### src/rtl/sub_pkg.sv
`default_nettype none
// ============================================================================
//  Module      : sub_pkg
//  Description : Shared types and sizing helpers for the sequential word
//                subtractor. The FSM state encoding, the chunk count and the
//                width of the chunk counter are all defined here.
//  Revision    : 1.0 - initial release
// ============================================================================
package sub_pkg;

    typedef enum logic [1:0] {
        ST_IDLE = 2'd0,
        ST_RUN  = 2'd1,
        ST_DONE = 2'd2
    } state_t;

    // Number of CHUNK-bit slices in a WIDTH-bit word.
    function automatic int calc_nchunk(input int width, input int chunk);
        return width / chunk;
    endfunction

    // Counter width. A single-chunk configuration still gets a 1-bit counter
    // so that no zero-width vector is ever declared.
    function automatic int calc_cnt_width(input int nchunk);
        return (nchunk <= 1) ? 1 : $clog2(nchunk);
    endfunction

endpackage : sub_pkg
`default_nettype wire

### src/rtl/chunk_subtractor.sv
`default_nettype none
// ============================================================================
//  Module      : chunk_subtractor
//  Description : Combinational CHUNK-bit subtractor with borrow in/out.
//                {chunk_borrow_out, chunk_diff} = chunk_a - chunk_b
//                                                 - chunk_borrow_in
//  Ports       : chunk_a          - minuend slice
//                chunk_b          - subtrahend slice
//                chunk_borrow_in  - borrow from the previous (lower) slice
//                chunk_diff       - difference slice
//                chunk_borrow_out - borrow into the next (higher) slice
//  Revision    : 1.0 - initial release
// ============================================================================
module chunk_subtractor #(
    parameter int CHUNK = 8
) (
    input  logic [CHUNK-1:0] chunk_a,
    input  logic [CHUNK-1:0] chunk_b,
    input  logic             chunk_borrow_in,
    output logic [CHUNK-1:0] chunk_diff,
    output logic             chunk_borrow_out
);

    // One extra bit on the left catches the borrow: when the true result is
    // negative, the two's-complement wrap sets bit CHUNK.
    logic [CHUNK:0] w_full;

    assign w_full           = {1'b0, chunk_a} - {1'b0, chunk_b}
                              - {{CHUNK{1'b0}}, chunk_borrow_in};
    assign chunk_diff       = w_full[CHUNK-1:0];
    assign chunk_borrow_out = w_full[CHUNK];

endmodule : chunk_subtractor
`default_nettype wire

### src/rtl/word_subtractor_seq.sv
`default_nettype none
// ============================================================================
//  Module      : word_subtractor_seq
//  Description : Multi-cycle unsigned subtractor, word_a - word_b - borrow_in
//                over WIDTH bits, one CHUNK-bit slice per clock with the
//                borrow chained through a register. Start/done handshake.
//  Ports       : clk, rst_n       - clock, asynchronous active-low reset
//                start            - request, sampled only in IDLE
//                word_a, word_b   - operands, captured on accepted start
//                borrow_in        - initial borrow, captured on accepted start
//                busy             - high in RUN and DONE
//                done             - one-cycle pulse, result valid
//                word_diff        - registered difference
//                borrow_out       - registered final borrow
//  Options     : SUB_SATURATE_EN  - when defined, a final borrow of 1 forces
//                                   word_diff to zero (borrow_out still 1)
//  Revision    : 1.0 - initial release
// ============================================================================
module word_subtractor_seq
    import sub_pkg::*;
#(
    parameter int WIDTH = 32,
    parameter int CHUNK = 8
) (
    input  logic             clk,
    input  logic             rst_n,
    input  logic             start,
    input  logic [WIDTH-1:0] word_a,
    input  logic [WIDTH-1:0] word_b,
    input  logic             borrow_in,
    output logic             busy,
    output logic             done,
    output logic [WIDTH-1:0] word_diff,
    output logic             borrow_out
);

    localparam int                 c_NCHUNK = calc_nchunk(WIDTH, CHUNK);
    localparam int                 c_CNT_W  = calc_cnt_width(c_NCHUNK);
    localparam logic [c_CNT_W-1:0] c_LAST   = c_CNT_W'(c_NCHUNK - 1);

    generate
        if ((WIDTH % CHUNK) != 0 || WIDTH < CHUNK) begin : g_bad_params
            $error("word_subtractor_seq: WIDTH must be a non-zero multiple of CHUNK");
        end
    endgenerate

    state_t             r_state;
    state_t             w_state_next;
    logic [c_CNT_W-1:0] r_cnt;
    logic [WIDTH-1:0]   r_a;
    logic [WIDTH-1:0]   r_b;
    logic               r_borrow;
    logic [WIDTH-1:0]   r_diff;
    logic               r_borrow_out;
    logic               r_busy;
    logic               r_done;

    int                 w_base;
    logic               w_last;
    logic [CHUNK-1:0]   w_chunk_a;
    logic [CHUNK-1:0]   w_chunk_b;
    logic [CHUNK-1:0]   w_chunk_diff;
    logic               w_chunk_bout;

    // ------------------------------------------------------------------
    // Slice select: a single subtractor shared across all chunks.
    // ------------------------------------------------------------------
    assign w_base    = int'(r_cnt) * CHUNK;
    assign w_last    = (r_cnt == c_LAST);
    assign w_chunk_a = r_a[w_base +: CHUNK];
    assign w_chunk_b = r_b[w_base +: CHUNK];

    chunk_subtractor #(
        .CHUNK (CHUNK)
    ) u_chunk_sub (
        .chunk_a          (w_chunk_a),
        .chunk_b          (w_chunk_b),
        .chunk_borrow_in  (r_borrow),
        .chunk_diff       (w_chunk_diff),
        .chunk_borrow_out (w_chunk_bout)
    );

    // ------------------------------------------------------------------
    // Next-state logic
    // ------------------------------------------------------------------
    always_comb begin
        w_state_next = r_state;
        case (r_state)
            ST_IDLE: if (start)  w_state_next = ST_RUN;
            ST_RUN:  if (w_last) w_state_next = ST_DONE;
            ST_DONE:             w_state_next = ST_IDLE;
            default:             w_state_next = ST_IDLE;
        endcase
    end

    // ------------------------------------------------------------------
    // State, datapath and registered outputs
    // ------------------------------------------------------------------
    always_ff @(posedge clk or negedge rst_n) begin
        if (!rst_n) begin
            r_state      <= ST_IDLE;
            r_cnt        <= '0;
            r_a          <= '0;
            r_b          <= '0;
            r_borrow     <= 1'b0;
            r_diff       <= '0;
            r_borrow_out <= 1'b0;
            r_busy       <= 1'b0;
            r_done       <= 1'b0;
        end else begin
            r_state <= w_state_next;
            // busy/done are decoded from the next state so that they are
            // plain flops aligned with the state register.
            r_busy  <= (w_state_next != ST_IDLE);
            r_done  <= (w_state_next == ST_DONE);

            case (r_state)
                ST_IDLE: begin
                    if (start) begin
                        r_a      <= word_a;
                        r_b      <= word_b;
                        r_borrow <= borrow_in;
                        r_cnt    <= '0;
                    end
                end
                ST_RUN: begin
                    r_diff[w_base +: CHUNK] <= w_chunk_diff;
                    r_borrow                <= w_chunk_bout;
                    if (w_last) begin
                        r_cnt        <= '0;
                        r_borrow_out <= w_chunk_bout;
`ifdef SUB_SATURATE_EN
                        // Final borrow known on this edge: clamp the whole
                        // word now so DONE already shows the saturated value.
                        if (w_chunk_bout) begin
                            r_diff <= '0;
                        end
`endif
                    end else begin
                        r_cnt <= r_cnt + 1'b1;
                    end
                end
                default: ;
            endcase
        end
    end

    assign busy       = r_busy;
    assign done       = r_done;
    assign word_diff  = r_diff;
    assign borrow_out = r_borrow_out;

endmodule : word_subtractor_seq
`default_nettype wire

### config.mk
export PLATFORM = sky130hd
export DESIGN_NAME = word_subtractor_seq
export DESIGN_NICKNAME = d
export VERILOG_FILES = /design/src/rtl/sub_pkg.sv /design/src/rtl/chunk_subtractor.sv /design/src/rtl/word_subtractor_seq.sv
export SDC_FILE = /design/constraint.sdc
export NUM_CORES = 1
export LEC_CHECK = 0
export BUFFER_PORTS_ARGS = -buffer_cell sky130_fd_sc_hd__buf_2
export CAP_MARGIN = 15
export CELL_PAD_IN_SITES_DETAIL_PLACEMENT = 1
export CELL_PAD_IN_SITES_GLOBAL_PLACEMENT = 2
export CORE_MARGIN = 2
export CORE_UTILIZATION = 23
export CTS_CLUSTER_SIZE = 20
export DETAILED_ROUTE_END_ITERATION = 8
export GPL_TIMING_DRIVEN = 0
export HOLD_SLACK_MARGIN = 0.1
export PLACE_DENSITY = 0.62
export SLEW_MARGIN = 20
export SYNTH_ARGS = -nofsm -noshare
export SYNTH_HDL_FRONTEND = slang
export SYNTH_SLANG_ARGS = --single-unit
### constraint.sdc
create_clock -name clk -period 7.94 [get_ports clk]
set_clock_uncertainty 0.05 [all_clocks]
set_input_delay 0.397 -clock clk [delete_from_list [all_inputs] [get_ports clk]]
set_output_delay 0.397 -clock clk [all_outputs]
set_load 0.03 [all_outputs]
# Word-level counts from Yosys, hierarchy flattened
# Cells that the tools add are included.
# word_totals
output_inout_bits,35
n_memories,0
latchBits,0
romBits,0
register_bits,104
word_cells,36
ram_bits,0
in_bits,68
# op_classes
div,0
multipliers,0
shift,4
order_cmp,0
eq_ne,4
addsub,4
n_mux,9
bitwise_logic,0
reduce_logical,6
# op_table
cell,n
32-bit by 6-bit variable part select with 8-bit output,2
5-bit negator with 33-bit output,1
8-bit by 33-bit variable shift with 32-bit output (first input constant),1
8-bit by 33-bit variable part select with 32-bit output,1
32-bit bitwise mux,1
8-bit by 8-bit subtractor with 9-bit output,1
9-bit by 1-bit subtractor with 9-bit output,1
2-bit 2-to-1 mux,4
2-bit one-hot mux with 2 select lines,2
2-bit AND reduction,3
2-bit equality test (second input constant),2
2-bit nonzero test,2
2-bit by 1-bit adder with 2-bit output (second input constant),1
2-bit by 1-bit equality test with 1-bit output (second input constant),1
2-bit logical NOT,1
2-bit inequality test (second input constant),1
1-bit one-hot mux with 2 select lines,1
1-bit 2-to-1 mux,1

# Logic depth before layout (Yosys ltp)
# depth
word_depth,5
depth_mapped,12
depth_no_buf,10

# Cells and area by module
# From an unflattened synthesis, not the netlist that was laid out.
# hier_totals
cells_unflattened,376
area_unflattened_um2,4957.3
# by_module_without_submodules
mod,area_each_um2,cells_per_inst,seq_area_each_um2,n_inst
word_subtractor_seq,4403.0,300,2602.5,1
chunk_subtractor,554.3,76,0.0,1

# Least setup slack after synthesis
# OpenSTA, ideal clock, no wires.
# synth_timing
kind,register to register
startpoint,register r_cnt[0]
endpoint,register r_borrow
path_slack_ns,4.656
required_time_ns,7.786
arrival_time_ns,3.130
stages_incl_launch_ff,12
period_less_slack_ns,3.284
setup_time_ns,0.104
n_path_buf,2
path_cell_list,dfrtp_1 buf_2 buf_2 mux4_2 ha_1 inv_1 ha_1 or3_1 o22ai_1 o21ai_1 xor2_1 a221oi_1
# synth_via
elab_chain_cells,4
elab_cells_between_ends,5
cone_classes,2 x add/sub; 2 x shift; 1 x mux
# synth_lines
element,line,text
"start, declared",word_subtractor_seq.sv:49,logic [c_CNT_W-1:0] r_cnt;
"start signal, assigned",word_subtractor_seq.sv:140,r_cnt <= r_cnt + 1'b1;
"32-bit by 6-bit variable part select with 8-bit output, on equally long branches","word_subtractor_seq.sv:70, word_subtractor_seq.sv:71",
8-bit by 8-bit subtractor with 9-bit output *,chunk_subtractor.sv:28,"assign w_full = {1'b0, chunk_a} - {1'b0, chunk_b}"
9-bit by 1-bit subtractor with 9-bit output *,chunk_subtractor.sv:29,"- {{CHUNK{1'b0}}, chunk_borrow_in};"
1-bit one-hot mux with 2 select lines *,word_subtractor_seq.sv:117,case (r_state)
"end signal, assigned",word_subtractor_seq.sv:122,r_borrow <= borrow_in;
"end signal, assigned",word_subtractor_seq.sv:128,r_borrow <= w_chunk_bout;
"end, declared",word_subtractor_seq.sv:52,logic r_borrow;
# Every way passes the cells marked *; elsewhere a longest branch is shown, timed or not.
# A chain may end at the register's enable or synchronous reset.

# Worst setup path after layout
# layout_timing
startpoint,register r_cnt[0]
endpoint,"register r_diff[22], in the netlist word_diff[22]"
# layout_via
elab_chain_cells,5
elab_cells_between_ends,8
cone_classes,3 x add/sub; 4 x shift; 1 x mux
# layout_lines
element,line,text
"32-bit by 6-bit variable part select with 8-bit output, on equally long branches","word_subtractor_seq.sv:70, word_subtractor_seq.sv:71",
8-bit by 8-bit subtractor with 9-bit output,chunk_subtractor.sv:28,
9-bit by 1-bit subtractor with 9-bit output,chunk_subtractor.sv:29,
8-bit by 33-bit variable part select with 32-bit output,word_subtractor_seq.sv:127,r_diff[w_base +: CHUNK] <= w_chunk_diff;
32-bit bitwise mux *,word_subtractor_seq.sv:127,
"end signal, assigned by index",word_subtractor_seq.sv:127,
"end, declared",word_subtractor_seq.sv:53,logic [WIDTH-1:0] r_diff;
# Marked as above.

==> flow_metrics.tcl <==
set metrics [dict create \
    drt_iter0_drc 97 \
    syn_to_final_growth_pct 24.4 \
    finalCriticalPeriod_ns 3.90 \
    synth_nets 448 \
    critPathRequiredTime_ns 8.10 \
    ys.flop_type "dfrtp_1" \
    ys_warn_count 0 \
    setup_tns_ns 0 \
    cts_made_buffers 9 \
    synth-seq-cells 104 \
    cts_root_buffer "clkbuf_16" \
    wl_um 13300 \
    vias 3291 \
    arrival_ns 4.06 \
    grt_first_pass_wirelength_um 21400 \
    final.period_utilization 0.491 \
    hold_path.class "in2reg" \
    first_global_vias 3664 \
    stdcell_area_um2 5990 \
    clockBufferDepth 2 \
    grt_overflow 0 \
    grt_setup_unrepaired "no" \
    worst_setup_path_start_kind "flop" \
    clock.fmax_mhz 257 \
    ys_types 41 \
    dpl.hpwl_um 10200 \
    synthArstFlopShare 1.00 \
    timing.hold.ws_ns 0.216 \
    antenna_found_initial 0 \
    worst_slew_pin_slew_ns 0.724 \
    grt_max_degree 56 \
    grt_usage 0.128 \
    syn_area_um2 4820 \
    fin_util 0.293 \
    synth_area_per_cell_um2 13.4 \
    drive_gt1_frac 0.433 \
    reg2reg_depth 10 \
    postCtsSetupBuffers 0 \
    syn-instance-count 360 \
    synth_edf_count 0 \
    dr.pass1.iters 4 \
    drc 0 \
    clock_latency_ns 0.36 \
    cts_tree "yes" \
    ys_seq_area_frac 0.540 \
    fp.dieArea_um2 22100 \
    clk_pin_slew_worst_paths_ns 0.08 \
    hold_viol 0 \
    clock-sinks 104 \
    avgViaCountPerCell 4.39 \
    critPathCaptureType "flop" \
    setup_viol 0 \
    worst-setup-path-type "reg2reg" \
    htreeDepth 3 \
    status "completed" \
    dpl_cell_area_um2 5700 \
    ios 103 \
    final_nets 563 \
    relSlewSlack 0.518 \
    antenna_cells 0 \
    start_util 0.236 \
    rows 52 \
    routedWlPerCell_um 17.7 \
    cp_max_fo 10 \
    ant_nets 0 \
    coreArea_um2 20400 \
    drv_cap 0 \
    port_buffers 102 \
    dieHeight_um 149 \
    fill_cells 2279 \
    maxSlewViolCount 0 \
    die_x_um 149 \
    gp_congestion 0.777 \
    holdPathStages 2 \
]
## metrics by stage
step	cells	setup slack, ns
2_1_floorplan	360	4.66
6_report	750	4.04
5_1_grt	750	3.66
4_1_cts	750	3.89
3_3_place_gp	732	3.91
3_5_place_dp	733	3.92
## cell usage in the layout (no fill, tap or decap), types with 3 or more instances in the layout
| cell type | netlist | layout |
|---|---|---|
| buf_2 | 10 | 111 |
| dfrtp_1 | 104 | 104 |
| mux2_2 | 60 | 60 |
| nand2_1 | 27 | 27 |
| inv_1 | 23 | 23 |
| ha_1 | 18 | 18 |
| a22o_1 | 16 | 16 |
| mux4_2 | 15 | 15 |
| o21ai_0 | 15 | 15 |
| nor2_1 | 14 | 14 |
| clkbuf_16 | 0 | 9 |
| o21ai_1 | 5 | 5 |
| mux2i_1 | 4 | 4 |
| mux2_1 | 4 | 4 |
| xor2_1 | 4 | 4 |
| a32oi_1 | 4 | 4 |
| clkbuf_1 | 2 | 3 |
| a21oi_1 | 3 | 3 |
| nand4_1 | 3 | 3 |
## per-layer routing
layer	global-route usage	share of wire
met1	0.169	0.46
met2	0.212	0.48
met3	0.0315	0.045
met4	0.0300	0.012
met5	0	0
## final timing paths
check | start | slack (ns) | end
min | word_a[8] | 0.22 | r_a[8]
max in group asynchronous | rst_n | 6.69 | r_a[11]
max reg2reg | r_cnt[0] | 4.04 | word_diff[22]
min reg2reg | word_diff[14] | 0.42 | word_diff[14]
min in group asynchronous | rst_n | 0.50 | word_diff[18]
max | r_cnt[0] | 4.04 | word_diff[22]
## state kept, by name, summed over array words and instances, names as in the netlist
register	count
borrow_out	1
busy	1
done	1
r_a	32
r_b	32
r_borrow	1
r_cnt	2
r_state	2
word_diff	32
## cell families (layout without fill, tap and decap cells)
family	count (synthesis)	after routing	synth area share
flip-flops	104	104	0.540
multiplexers	83	83	0.228
AND/OR/NAND/NOR	58	58	0.0566
AO/OA/AOI/OAI	54	54	0.0789
buffers and inverters	36	156	0.0322
adder cells (fa/ha/maj)	20	20	0.0551
XOR/XNOR	5	5	0.00909
## final cells by class
| cell class | count | area, um2 | area share |
|---|---|---|---|
| Clock buffer | 11 | 243 | 0.0405 |
| Clock inverter | 5 | 41.3 | 0.00689 |
| Inverter | 23 | 86.3 | 0.0144 |
| Buffer | 13 | 68.8 | 0.0115 |
| Multi-Input combinational cell | 220 | 2060 | 0.344 |
| Sequential cell | 104 | 2600 | 0.434 |
| Timing Repair Buffer | 104 | 554 | 0.0925 |
| Tap cell | 270 | 338 | 0.0564 |
## synthesized netlist by cell type (2+ instances only)
library cell	instances	share of area
a21oi_1	3	0.0031
a22o_1	16	0.029
a32oi_1	4	0.0073
and2_1	2	0.0026
buf_2	10	0.010
clkbuf_1	2	0.0016
dfrtp_1	104	0.54
fa_1	2	0.0083
ha_1	18	0.047
inv_1	23	0.018
mux2_1	4	0.0093
mux2_2	60	0.14
mux2i_1	4	0.0083
mux4_2	15	0.070
nand2_1	27	0.021
nand2b_1	2	0.0026
nand4_1	3	0.0039
nor2_1	14	0.011
nor2b_1	2	0.0026
o21a_1	2	0.0031
o21ai_0	15	0.016
o21ai_1	5	0.0052
o22ai_1	2	0.0026
xor2_1	4	0.0073
## worst max-delay path: stages (launching register included)
cell and delay (ns):
dfrtp_1 0.45, buf_2 0.37, buf_2 0.43, mux4_2 0.59
ha_1 0.31, inv_1 0.04, ha_1 0.25, or3_1 0.38
o22ai_1 0.23, xor2_1 0.45, o21ai_0 0.17
## timing repair
item / in CTS / in global routing
resized for setup: 0 / 0
hold buffers: 1 / 0
hold endpoints to repair: 49 / 0
Power is left out: the tool's default activity adds up to more than one toggle a clock period on the data nets, which glitch-free logic cannot reach.
